--- src/rtl/dp_result_reducer.sv ---
// rtl/dp_result_reducer.sv - N-channel dot-product result combiner (bypass, pair, full, accumulate)
module dp_result_reducer #(
   parameter int N_CH       = 4,
   parameter int DATA_WIDTH = 32,
   parameter int LEN_WIDTH  = 16
) (
   input  logic                       clk_i,
   input  logic                       rst_i,
   input  logic                       clear_i,
   input  logic                       start_i,
   input  logic [1:0]                 mode_i,
   input  logic [LEN_WIDTH-1:0]       len_i,
   input  logic [N_CH*DATA_WIDTH-1:0] in_data_i,
   input  logic [N_CH-1:0]            in_valid_i,
   output logic [N_CH-1:0]            in_ready_o,
   output logic [N_CH*DATA_WIDTH-1:0] out_data_o,
   output logic [N_CH-1:0]            out_valid_o,
   input  logic [N_CH-1:0]            out_ready_i,
   output logic                       busy_o,
   output logic                       done_o
);

   localparam logic [1:0] MODE_BYPASS = 2'd0;
   localparam logic [1:0] MODE_PAIR   = 2'd1;
   localparam logic [1:0] MODE_ACCUM  = 2'd3;

   typedef enum logic [1:0] {ST_IDLE = 2'd0, ST_RUN = 2'd1, ST_EMIT = 2'd2, ST_DRAIN = 2'd3} state_t;

   state_t                state_q;
   logic [1:0]            mode_q;
   logic [LEN_WIDTH-1:0]  cnt_q;
   logic [DATA_WIDTH-1:0] acc_q;
   logic [DATA_WIDTH-1:0] out_data_q [N_CH];
   logic [N_CH-1:0]       out_valid_q;

   logic [DATA_WIDTH-1:0] full_sum;
   logic [DATA_WIDTH-1:0] comb_data [N_CH];
   logic [N_CH-1:0]       active;
   logic [N_CH-1:0]       slot_free;
   logic [N_CH-1:0]       slot_hs;
   logic                  accept;
   logic                  last_beat;
   logic                  done;

   // Sum of every input channel, shared by FULL and ACCUM
   always_comb begin
      full_sum = '0;
      for (int k = 0; k < N_CH; k++) begin
         full_sum = full_sum + in_data_i[k*DATA_WIDTH +: DATA_WIDTH];
      end
   end

   // Per-channel combined data for the latched mode; unused channels stay zero
   always_comb begin
      for (int k = 0; k < N_CH; k++) begin
         comb_data[k] = '0;
      end
      case (mode_q)
         MODE_BYPASS: begin
            for (int k = 0; k < N_CH; k++) begin
               comb_data[k] = in_data_i[k*DATA_WIDTH +: DATA_WIDTH];
            end
         end
         MODE_PAIR: begin
            for (int p = 0; p < N_CH/2; p++) begin
               comb_data[2*p] = in_data_i[(2*p)*DATA_WIDTH +: DATA_WIDTH]
                              + in_data_i[(2*p+1)*DATA_WIDTH +: DATA_WIDTH];
            end
         end
         default: comb_data[0] = full_sum;
      endcase
   end

   // Output slots that carry data in the latched mode
   always_comb begin
      active = '0;
      case (mode_q)
         MODE_BYPASS: active = '1;
         MODE_PAIR: begin
            for (int k = 0; k < N_CH; k++) begin
               active[k] = (k % 2 == 0);
            end
         end
         default: active[0] = 1'b1;
      endcase
   end

   // Join: all inputs valid and every active slot can take a new value this cycle
   always_comb begin
      slot_free = ~out_valid_q | out_ready_i;
      slot_hs   = out_valid_q & out_ready_i;
      accept    = (state_q == ST_RUN) && (&in_valid_i)
                  && ((mode_q == MODE_ACCUM) || (&(slot_free | ~active)));
      last_beat = (cnt_q == LEN_WIDTH'(1));
      done      = !clear_i && (((state_q == ST_DRAIN) && (&slot_free))
                               || ((state_q == ST_EMIT) && slot_hs[0]));
   end

   assign in_ready_o  = {N_CH{accept}};
   assign out_valid_o = out_valid_q;
   assign busy_o      = (state_q != ST_IDLE);
   assign done_o      = done;

   for (genvar g = 0; g < N_CH; g++) begin : g_out
      assign out_data_o[g*DATA_WIDTH +: DATA_WIDTH] = out_data_q[g];
   end

   // Job sequencing, beat counting, accumulation and output slot registers
   always_ff @(posedge clk_i or posedge rst_i) begin
      if (rst_i) begin
         state_q     <= ST_IDLE;
         mode_q      <= MODE_BYPASS;
         cnt_q       <= '0;
         acc_q       <= '0;
         out_valid_q <= '0;
         for (int k = 0; k < N_CH; k++) out_data_q[k] <= '0;
      end else if (clear_i) begin
         state_q     <= ST_IDLE;
         cnt_q       <= '0;
         acc_q       <= '0;
         out_valid_q <= '0;
         for (int k = 0; k < N_CH; k++) out_data_q[k] <= '0;
      end else begin
         // slots drain independently; a same-cycle load below overrides this
         out_valid_q <= out_valid_q & ~out_ready_i;
         case (state_q)
            ST_IDLE: begin
               if (start_i) begin
                  mode_q  <= mode_i;
                  cnt_q   <= (len_i == '0) ? LEN_WIDTH'(1) : len_i;
                  acc_q   <= '0;
                  state_q <= ST_RUN;
                  // channels inactive in the new mode must read zero
                  for (int k = 0; k < N_CH; k++) out_data_q[k] <= '0;
               end
            end
            ST_RUN: begin
               if (accept) begin
                  cnt_q <= cnt_q - LEN_WIDTH'(1);
                  if (mode_q == MODE_ACCUM) begin
                     if (last_beat) begin
                        out_data_q[0]  <= acc_q + full_sum;
                        out_valid_q[0] <= 1'b1;
                        state_q        <= ST_EMIT;
                     end else begin
                        acc_q <= acc_q + full_sum;
                     end
                  end else begin
                     for (int k = 0; k < N_CH; k++) begin
                        if (active[k]) begin
                           out_data_q[k]  <= comb_data[k];
                           out_valid_q[k] <= 1'b1;
                        end
                     end
                     if (last_beat) state_q <= ST_DRAIN;
                  end
               end
            end
            ST_EMIT: begin
               if (slot_hs[0]) state_q <= ST_IDLE;
            end
            ST_DRAIN: begin
               if (&slot_free) state_q <= ST_IDLE;
            end
            default: state_q <= ST_IDLE;
         endcase
      end
   end

endmodule

--- config.mk ---
export PLATFORM = sky130hd
export DESIGN_NAME = dp_result_reducer
export DESIGN_NICKNAME = d
export VERILOG_FILES = /design/src/rtl/dp_result_reducer.sv
export SDC_FILE = /design/constraint.sdc
export NUM_CORES = 1
export LEC_CHECK = 0
export ABC_CLOCK_PERIOD_IN_PS = 6000
export BUFFER_PORTS_ARGS = -buffer_cell sky130_fd_sc_hd__buf_2
export CAP_MARGIN = 25
export CORE_MARGIN = 8
export CORE_UTILIZATION = 45
export CTS_CLUSTER_DIAMETER = 30
export CTS_CLUSTER_SIZE = 20
export DETAILED_ROUTE_END_ITERATION = 12
export GPL_ROUTABILITY_DRIVEN = 0
export PLACE_DENSITY = 0.71
export SYNTH_ARGS = -nofsm -noshare
export SYNTH_HDL_FRONTEND = slang
export SYNTH_SLANG_ARGS = --single-unit
--- constraint.sdc ---
create_clock -name clk_i -period 6 [get_ports clk_i]
set_clock_uncertainty 0.05 [all_clocks]
set_input_delay 0.6 -clock clk_i [delete_from_list [all_inputs] [get_ports clk_i]]
set_output_delay 0.6 -clock clk_i [all_outputs]
set_load 0.005 [all_outputs]
==> out/summary.txt, run 1 <==
Slowest cell on crit path: fa_2
Startpoint types: input port
Max-slew headroom: 0.237
RR Startpoint: state_q[1]
Share of cells above drive strength 1: 0.361
Worst path required time: 6290 ps
Width of the die: 201 um
Synthesized area: 15400 sq um
RSZ-0062 raised after global routing: yes
Post-DP HPWL: 43600 um
FILL cells: 2850
Row count: 68
Post-route insts no fill: 2740
R2r setup slk: 2110 ps
Fin. Hold Viols: 0
Worst setup EP type: register
Die area: 40500 sq um
Antenna Nets Post-Route: 0
First-pass GRT wire length: 87100 um
Finish-stage setup viols: 16
Crit path time final: 6220 ps
Post-Syn Instances: 1730
CTS tree: yes
Syn-to-layout area delta: 35.9%
Initial Util: 0.452
Drt via density: 5.90
Max Slew Vio Count: 0
Max incr delay on CP: 620 ps
DR DRC count: 0
Count leader, synth: dfrtp_1
Crit path arrival time: 6510 ps
CTS max path bufs: 2
Failing checks: setup timing
All-Layer GR Usage: 0.267
Worst hold path type: in -> async
Leakage: 10.5 nW
Initial antenna violation count: 3
DRT Wirelength: 57200 um
Number of buffers inserted by port buffering: 295
Aggregate global routing overflow: 0
CTS clock-pin slew for the worst setup and hold paths: 80 ps
Register area: 4610 sq um
Maximum number of pins on one net before global-route repair: 123
Total CTS buffers: 17
Inst Count DP: 2680
Vert. Die Dim: 201 um
Final worst path period share: 1.04
Post-synth EDFFs: 0
Worst skew pair latency: 450 ps
DR WL/cell: 20.9 um
Final net count: 2589
Top cell type's share of synthesized area: 0.298
Critical R2R Capture: acc_q[7]
Fmax: 161 MHz
CTS root buf: clkbuf_16
Final instance area: 21000 sq um
CP max FO: 5
Via total after detailed routing: 16156
Cell taking the most area after synthesis: dfrtp_1
Synth cell count leaders: dfrtp_1, nand2_1, o21ai_0
I/O pins: 296
Slew @ Worst Pin: 1140 ps
Post-route setup slack: -219 ps
Fin util: 0.614
Top area cells in the synthesized netlist: dfrtp_1, ha_1, fa_1
Top_reg_cell synth: dfrtp_1
Pre-antenna DRT Iters: 6
Kind of critical path: in -> reg
Initial DRC count: 1429
Seq cells post-synth: 184
Worst vdd ir: 280 uV
TritonCTS Sinks: 184
Placed cell areas: 19400 sq um
PD cells: 366 nW/um^2
Post-synthesis sequential area ratio: 0.298
Setup TNS: -1770 ps
Status: finished, violations left
Syn Nets: 2049
Htree depth: 4
Worst R2R Path Depth: 9
Max cap viols: 0
Vias in the first global route: 16064
Mapped Avg Cell Area: 8.93 sq um
Yosys Warn Count: 0
Hold-fix buffers at CTS: 0
Post-synth cell types: 78
Area of the core: 34200 sq um
Area of the multi-input gates: 11100 sq um
Asr flop ratio synth: 1.00
-- flip-flops by register name, indices dropped and copies added (netlist names) --
| name | count |
|---|---|
| cnt_q | 16 |
| out_data_o | 128 |
| out_valid_o | 4 |
| state_q | 2 |
| mode_q | 2 |
| acc_q | 32 |
-- per-layer routing --
| layer | wire (um) | up-vias | global-route usage |
|---|---|---|---|
| met1 | 24900 | 7735 | 0.361 |
| met3 | 5030 | 120 | 0.0601 |
| met5 | 13 | - | 0 |
| met2 | 25400 | 839 | 0.418 |
| met4 | 1850 | 2 | 0.0911 |
| li1 | - | 7460 | - |
-- stage by stage --
| step | setup slack [ps] | hold WS [ps] | power, mW |
|---|---|---|---|
| after floorplan | -224 | 404 | 3.99 |
| after global placement | -604 | 406 | 5.67 |
| after detailed placement | -773 | 414 | 5.82 |
| after CTS | -15.7 | 292 | 7.24 |
| after global routing | -359 | 323 | 8.11 |
| final | -219 | 269 | 7.68 |
-- final cells by class --
| cell class | count | area share |
|---|---|---|
| diodes | 2 | 0.000238 |
| clock buffers | 22 | 0.0226 |
| clock inverters | 10 | 0.00680 |
| inverters | 61 | 0.0113 |
| multi-input cells | 1405 | 0.530 |
| flip-flops and latches | 184 | 0.220 |
| well taps | 455 | 0.0271 |
| repair buffers | 601 | 0.183 |
-- how the worst max path moves through the flow --
| stage | from | endpoint | slack [ps] | depth (start not counted) |
|---|---|---|---|---|
| after floorplan | in_data_i[0] | out_data_o[26] | -220 | 30 |
| after global placement | in_data_i[0] | out_data_o[26] | -600 | 31 |
| after detailed placement | in_data_i[32] | out_data_o[31] | -770 | 32 |
| after CTS | in_data_i[32] | acc_q[31] | -20 | 30 |
| after global routing | in_data_i[32] | out_data_o[23] | -360 | 32 |
| final | in_data_i[32] | out_data_o[21] | -220 | 32 |
-- cells in the final DEF, fill, tap and decap left out, types with 57 or more instances in the layout --
master,netlist,routed
a21o_1,64,64
a21oi_1,125,96
a22o_1,78,78
buf_2,10,293
buf_4,4,301
dfrtp_1,184,182
ha_1,126,114
inv_1,61,57
nand2_1,180,177
nor2_1,112,106
o21ai_0,140,123
-- report_power, final --
group | switching [mW] | internal (mW)
Combinational | 2.56 | 2.47
Sequential | 0.0954 | 1.33
Clock | 0.531 | 0.692
-- logic make-up (layout without fill, tap and decap cells) --
family	after synthesis	count (layout)	synth area share
compound gates	616	616	0.269
xor+xnor	104	104	0.0590
fa+ha+maj	161	161	0.147
buf+inv	141	694	0.0365
flops	184	184	0.298
mux	43	43	0.0467
other cells	0	2	0
simple gates	481	481	0.143
-- timing repair --
action                                  4_1_cts  5_1_grt
resized for setup                            65       82
endpoints found under the setup margin       16       27
setup buffers                                11       17
pin swaps                                    53       80
-- critical path, delay by kind of cell --
| kind | cells | cell delay [ps] |
|---|---|---|
| AO/OA/AOI/OAI | 14 | 2140 |
| adder cells (fa/ha/maj) | 5 | 1640 |
| XOR/XNOR | 3 | 520 |
| AND/OR/NAND/NOR | 4 | 490 |
| buffers and inverters | 5 | 580 |
| multiplexers | 1 | 520 |
Power figures use the tool's default switching activity.
==> run 2: changes to the inputs <==
--- a/config.mk
+++ b/config.mk
@@ -5,7 +5,7 @@
 export SDC_FILE = /design/constraint.sdc
 export NUM_CORES = 1
 export LEC_CHECK = 0
-export ABC_CLOCK_PERIOD_IN_PS = 6000
+export ABC_CLOCK_PERIOD_IN_PS = 5400
 export BUFFER_PORTS_ARGS = -buffer_cell sky130_fd_sc_hd__buf_2
 export CAP_MARGIN = 25
 export CORE_MARGIN = 8
==> constraint.sdc (replaced) <==
create_clock -name clk_i -period 5.4 [get_ports clk_i]
set_clock_uncertainty 0.05 [all_clocks]
set_input_delay 0.54 -clock clk_i [delete_from_list [all_inputs] [get_ports clk_i]]
set_output_delay 0.54 -clock clk_i [all_outputs]
set_load 0.005 [all_outputs]
==> out/summary.txt, run 2 (synthesis results as in run 1) <==
DR WL/cell: 21.6 um (+3.6%)
PD cells: 433 nW/um^2 (+18%)
RSZ-0062 raised after global routing: yes
Syn-to-layout area delta: 42.7%
Die area: 40500 sq um (unchanged)
Worst path required time: 5700 ps (-590 ps)
Number of buffers inserted by port buffering: 295 (unchanged)
Status: finished, violations left
Max Slew Vio Count: 0 (unchanged)
Htree depth: 4 (unchanged)
Worst R2R Path Depth: 8 (-1)
Register area: 4610 sq um (unchanged)
Width of the die: 201 um (unchanged)
Cell mode on critical path: a21o_1
Power, Total: 9.53 mW (+24%)
Max incr delay on CP: 500 ps (-120 ps)
Fmax: 161 MHz
Post-DP HPWL: 43500 um (-0.23%)
CTS root buf: clkbuf_16
TritonCTS Sinks: 184 (unchanged)
Startpoint types: input port
I/O pins: 296 (unchanged)
DR DRC count: 0 (unchanged)
Initial antenna violation count: 5 (+2)
Final instance area: 22000 sq um (+5.0%)
Initial DRC count: 1783 (+25%)
Setup TNS: -19360 ps (-17600 ps)
Fin. Hold Viols: 0 (unchanged)
CTS clock-pin slew for the worst setup and hold paths: 70 ps (about the same)
Worst vdd ir: 332 uV (+18%)
Via total after detailed routing: 16943 (+4.9%)
Row count: 68 (unchanged)
Crit path arrival time: 6500 ps (about the same)
Vert. Die Dim: 201 um (unchanged)
Worst hold path type: in -> async
Leakage: 10.9 nW (+4.0%)
First-pass GRT wire length: 90400 um (+3.9%)
Final worst path period share: 1.15
Max reg flops: 128 (unchanged)
Kind of critical path: in -> reg
Max cap viols: 0 (unchanged)
Finish-stage setup viols: 36 (+20)
Placed cell areas: 19700 sq um (+1.2%)
Drt via density: 6.03 (+2.3%)
Maximum number of pins on one net before global-route repair: 122 (-0.81%)
Area of the multi-input gates: 11600 sq um (+4.6%)
Post-route setup slack: -805 ps (-586 ps)
Antenna Nets Post-Route: 0 (unchanged)
Pre-antenna DRT Iters: 8 (+2)
Slowest cell on crit path: fa_1
Max-slew headroom: 0.297 (+0.0600)
Initial Util: 0.452 (unchanged)
Vias in the first global route: 16788 (+4.5%)
Slew @ Worst Pin: 1050 ps (-88.3 ps)
Worst setup EP type: register
CTS max path bufs: 2 (unchanged)
CP max FO: 5 (unchanged)
All-Layer GR Usage: 0.277 (+0.00978)
Most common cell after layout, fill and taps aside: buf_4
Area of the core: 34200 sq um (unchanged)
Fin util: 0.644 (+0.0307)
DRT Wirelength: 60700 um (+6.2%)
Final net count: 2654 (+2.5%)
Aggregate global routing overflow: 0 (unchanged)
Crit path time final: 6200 ps
Worst skew pair latency: 460 ps (about the same)
Dpl ws: -1320 ps (-549 ps)
Commonest cells after routing, fill and taps aside: buf_4, buf_2, dfrtp_1, nand2_1, o21ai_0
Total CTS buffers: 17 (unchanged)
Share of cells above drive strength 1: 0.398 (+0.0368)
Failing checks: setup timing
CTS tree: yes
FILL cells: 2684 (-5.8%)
run 2: changes by cell type in the layout (fill, tap and decap cells not counted), sizes merged, moves of 2 or more:
cell,change
diode,+3
clkbuf,+2
clkinvlp,+2
bufinv,-3
buf,+64
run 2: cell type report:
| type | instances | share of cell area |
|---|---|---|
| Sequential cell | 184 | 0.209 |
| Timing Repair Buffer | 666 | 0.201 |
| Multi-Input combinational cell | 1405 | 0.528 |
| Tap cell | 455 | 0.0258 |
| Clock inverter | 9 | 0.00295 |
| Inverter | 61 | 0.0106 |
| Antenna cell | 5 | 0.000568 |
| Clock buffer | 23 | 0.0221 |
run 2: through the flow:
stage / cells / hold slack, ps
CTS: 2780 / 226
global placement: 2701 / 406
detailed placement: 2701 / 415
finish: 2808 / 221
global route: 2807 / 265
floorplan: 1730 / 404
run 2: timing repair:
action | in CTS | in global routing
cloned | 0 | 0
setup endpoints to repair | 38 | 40
buffers inserted | 55 | 25
pin swaps | 116 | 87
hold buffers | 0 | 0
resized for setup | 127 | 111
run 2: critical path, delay by kind of cell:
| family | cells | cell delay [ps] |
|---|---|---|
| AND/OR/NAND/NOR | 6 | 780 |
| XOR/XNOR | 3 | 610 |
| adder cells (fa/ha/maj) | 5 | 1580 |
| AO/OA/AOI/OAI | 16 | 2430 |
| buffers and inverters | 1 | 100 |
| multiplexers | 1 | 460 |
run 2: path summary, 6_finish.rpt:
path | startpoint | end | slack [ps]
min in group clk_i | mode_i[0] | mode_q[0] | 250
worst max register to register | state_q[1] | out_data_o[22] | 1330
max in group asynchronous | rst_i | mode_q[1] | 4360
worst max-delay path | in_data_i[32] | out_data_o[25] | -800
worst min-delay path | rst_i | out_data_o[59] | 220
worst min register to register | out_data_o[57] | out_data_o[57] | 420
run 2: power breakdown:
part	leakage [nW]	switching, mW	internal [mW]
logic	8.14	3.33	3.39
registers	2.53	0.0931	1.48
clock network	0.270	0.594	0.642
total	10.9	4.02	5.51
run 2: per-layer routing:
layer  part of all wire  up-vias  track usage
met5            0.00021        -            0
met4              0.034        2       0.0887
met3              0.091      182       0.0528
met2               0.45      944        0.443
met1               0.42     8217        0.375
li1                   -     7598            -
==> run 3: changes to the inputs <==
==> constraint.sdc (replaced) <==
create_clock -name clk_i -period 5.4 [get_ports clk_i]
set_clock_uncertainty 0.05 [all_clocks]
set_input_delay 0.27 -clock clk_i [delete_from_list [all_inputs] [get_ports clk_i]]
set_output_delay 0.27 -clock clk_i [all_outputs]
set_load 0.005 [all_outputs]
==> out/summary.txt, run 3 (synthesis results as in run 1) <==
Pre-antenna DRT Iters: 5 (-3)
Vert. Die Dim: 201 um (unchanged)
Post-route insts no fill: 2762 (-1.6%)
Antenna Nets Post-Route: 0 (unchanged)
Via total after detailed routing: 16315 (-3.7%)
Total CTS buffers: 17 (unchanged)
Max cap viols: 0 (unchanged)
Final worst path period share: 1.11 (-0.0396)
Most common cell after layout, fill and taps aside: buf_4
RR Startpoint: state_q[1]
Slew @ Worst Pin: 1100 ps (+49.4 ps)
Post-DP HPWL: 43800 um (+0.58%)
DR DRC count: 0 (unchanged)
Die area: 40500 sq um (unchanged)
Commonest cells after routing, fill and taps aside: buf_4, buf_2, dfrtp_1, nand2_1, o21ai_0
Row count: 68 (unchanged)
Hold depth: 3
CTS clock-pin slew for the worst setup and hold paths: 70 ps (about the same)
Placed cell areas: 19500 sq um (-0.83%)
Worst R2R Path Depth: 9 (+1)
RSZ-0062 raised after global routing: yes
CP max FO: 5 (unchanged)
Hold WS: 12.2 ps (-208 ps)
Maximum number of pins on one net before global-route repair: 76 (-38%)
Crit path arrival time: 6280 ps (-220 ps)
Finish-stage setup viols: 29 (-19%)
Initial Util: 0.452 (unchanged)
Worst hold path type: in -> reg
Max Slew Vio Count: 0 (unchanged)
Area of the core: 34200 sq um (unchanged)
DR WL/cell: 21.0 um (-2.9%)
Post-route setup slack: -590 ps (+214 ps)
Max incr delay on CP: 490 ps (about the same)
CTS tree: yes
Power, Total: 8.81 mW (-7.6%)
Syn-to-layout area delta: 37.9%
FILL cells: 2836 (+5.7%)
Hold Crit Endpoint: out_data_o[61]
Worst vdd ir: 332 uV (+0.14%)
Max-slew headroom: 0.263 (-0.0340)
Fmax: 167 MHz (+3.6%)
Worst path required time: 5690 ps (about the same)
First-pass GRT wire length: 87500 um (-3.2%)
Leakage: 10.7 nW (-2.6%)
Final net count: 2609 (-1.7%)
Number of buffers inserted by port buffering: 295 (unchanged)
Dpl ws: -1090 ps (+234 ps)
Fin. Hold Viols: 0 (unchanged)
PD cells: 413 nW/um^2 (-4.4%)
CTS max path bufs: 2 (unchanged)
Hold Startpoint: in_data_i[61]
Status: finished, violations left
Inst Count DP: 2685 (-0.59%)
I/O pins: 296 (unchanged)
Initial DRC count: 1477 (-17%)
All-Layer GR Usage: 0.269 (-0.00802)
Share of cells above drive strength 1: 0.370 (-0.0283)
Slowest cell on crit path: fa_1
TritonCTS Sinks: 184 (unchanged)
Kind of critical path: in -> reg
Vias in the first global route: 15953 (-5.0%)
Aggregate global routing overflow: 0 (unchanged)
DRT Wirelength: 58000 um (-4.5%)
Width of the die: 201 um (unchanged)
Worst setup EP type: register
Failing checks: setup timing
Htree depth: 4 (unchanged)
Worst Path Buf+Inv: 2 (+1)
Crit path time final: 5990 ps (-214 ps)
CTS root buf: clkbuf_16
Initial antenna violation count: 6 (+1)
R2r setup slk: 1530 ps (+200 ps)
Final instance area: 21300 sq um (-3.3%)
Critical R2R Capture: out_data_o[83]
Drt via density: 5.91 (-2.1%)
CP top delay family: compound AO/OA/AOI/OAI gates
Startpoint types: input port
Register area: 4610 sq um (unchanged)
Cell mode on critical path: a21o_1
Worst skew pair latency: 450 ps (about the same)
Max reg flops: 128 (unchanged)
Area of the multi-input gates: 11300 sq um (-2.8%)
## run 3: worst reg2reg max path: cells and delay by family, from the launching register on
family                 cells  cell delay (ps)
AND/OR/NAND/NOR            4             1910
AO/OA/AOI/OAI              4              850
flip-flops                 1              490
buffers and inverters      1              470
## run 3: layout make-up
type | instances | area share
antenna | 4 | 0.000470
clock buffer | 23 | 0.0229
clock inverter | 9 | 0.00529
inverter | 61 | 0.0111
multi-input combinational | 1405 | 0.531
sequential | 184 | 0.216
tap | 455 | 0.0267
timing repair buffer | 621 | 0.187
## run 3: where the power goes
group | switching (mW) | leakage (nW) | internal, mW
Combinational | 3.00 | 7.82 | 2.92
Sequential | 0.0779 | 2.53 | 1.48
Clock | 0.594 | 0.300 | 0.738
## run 3: how the worst max path moves through the flow
stage	startpoint	to	slack, ps	cells after the start
floorplan	in_data_i[0]	out_data_o[26]	-490	30
global placement	in_data_i[0]	out_data_o[26]	-910	31
detailed placement	in_data_i[0]	out_data_o[25]	-1090	32
CTS	in_data_i[0]	out_data_o[26]	-360	30
global route	in_data_i[0]	out_data_o[26]	-790	29
finish	in_data_i[0]	out_data_o[25]	-590	31
## run 3: per-stage QoR
step                 util  TNS, ps
floorplan               -    -4040
finish              0.623    -8800
global route        0.623   -14620
global placement    0.571   -21140
detailed placement  0.571   -26820
CTS                 0.604    -3910
## run 3: per-layer routing
layer  up-vias  wire length, um  track usage
met5         -               41            0
met4         6             1640       0.0926
met3       117             5300       0.0556
met2       836            26100        0.412
met1      7843            24900        0.373
li1       7513                -            -
## run 3: repair_timing
item	in CTS	in global routing
hold buffers	2	0
pin swaps	73	94
gates resized for setup	78	93
setup buffers	20	24
endpoints found under the setup margin	30	34
endpoints found under the hold margin	74	0
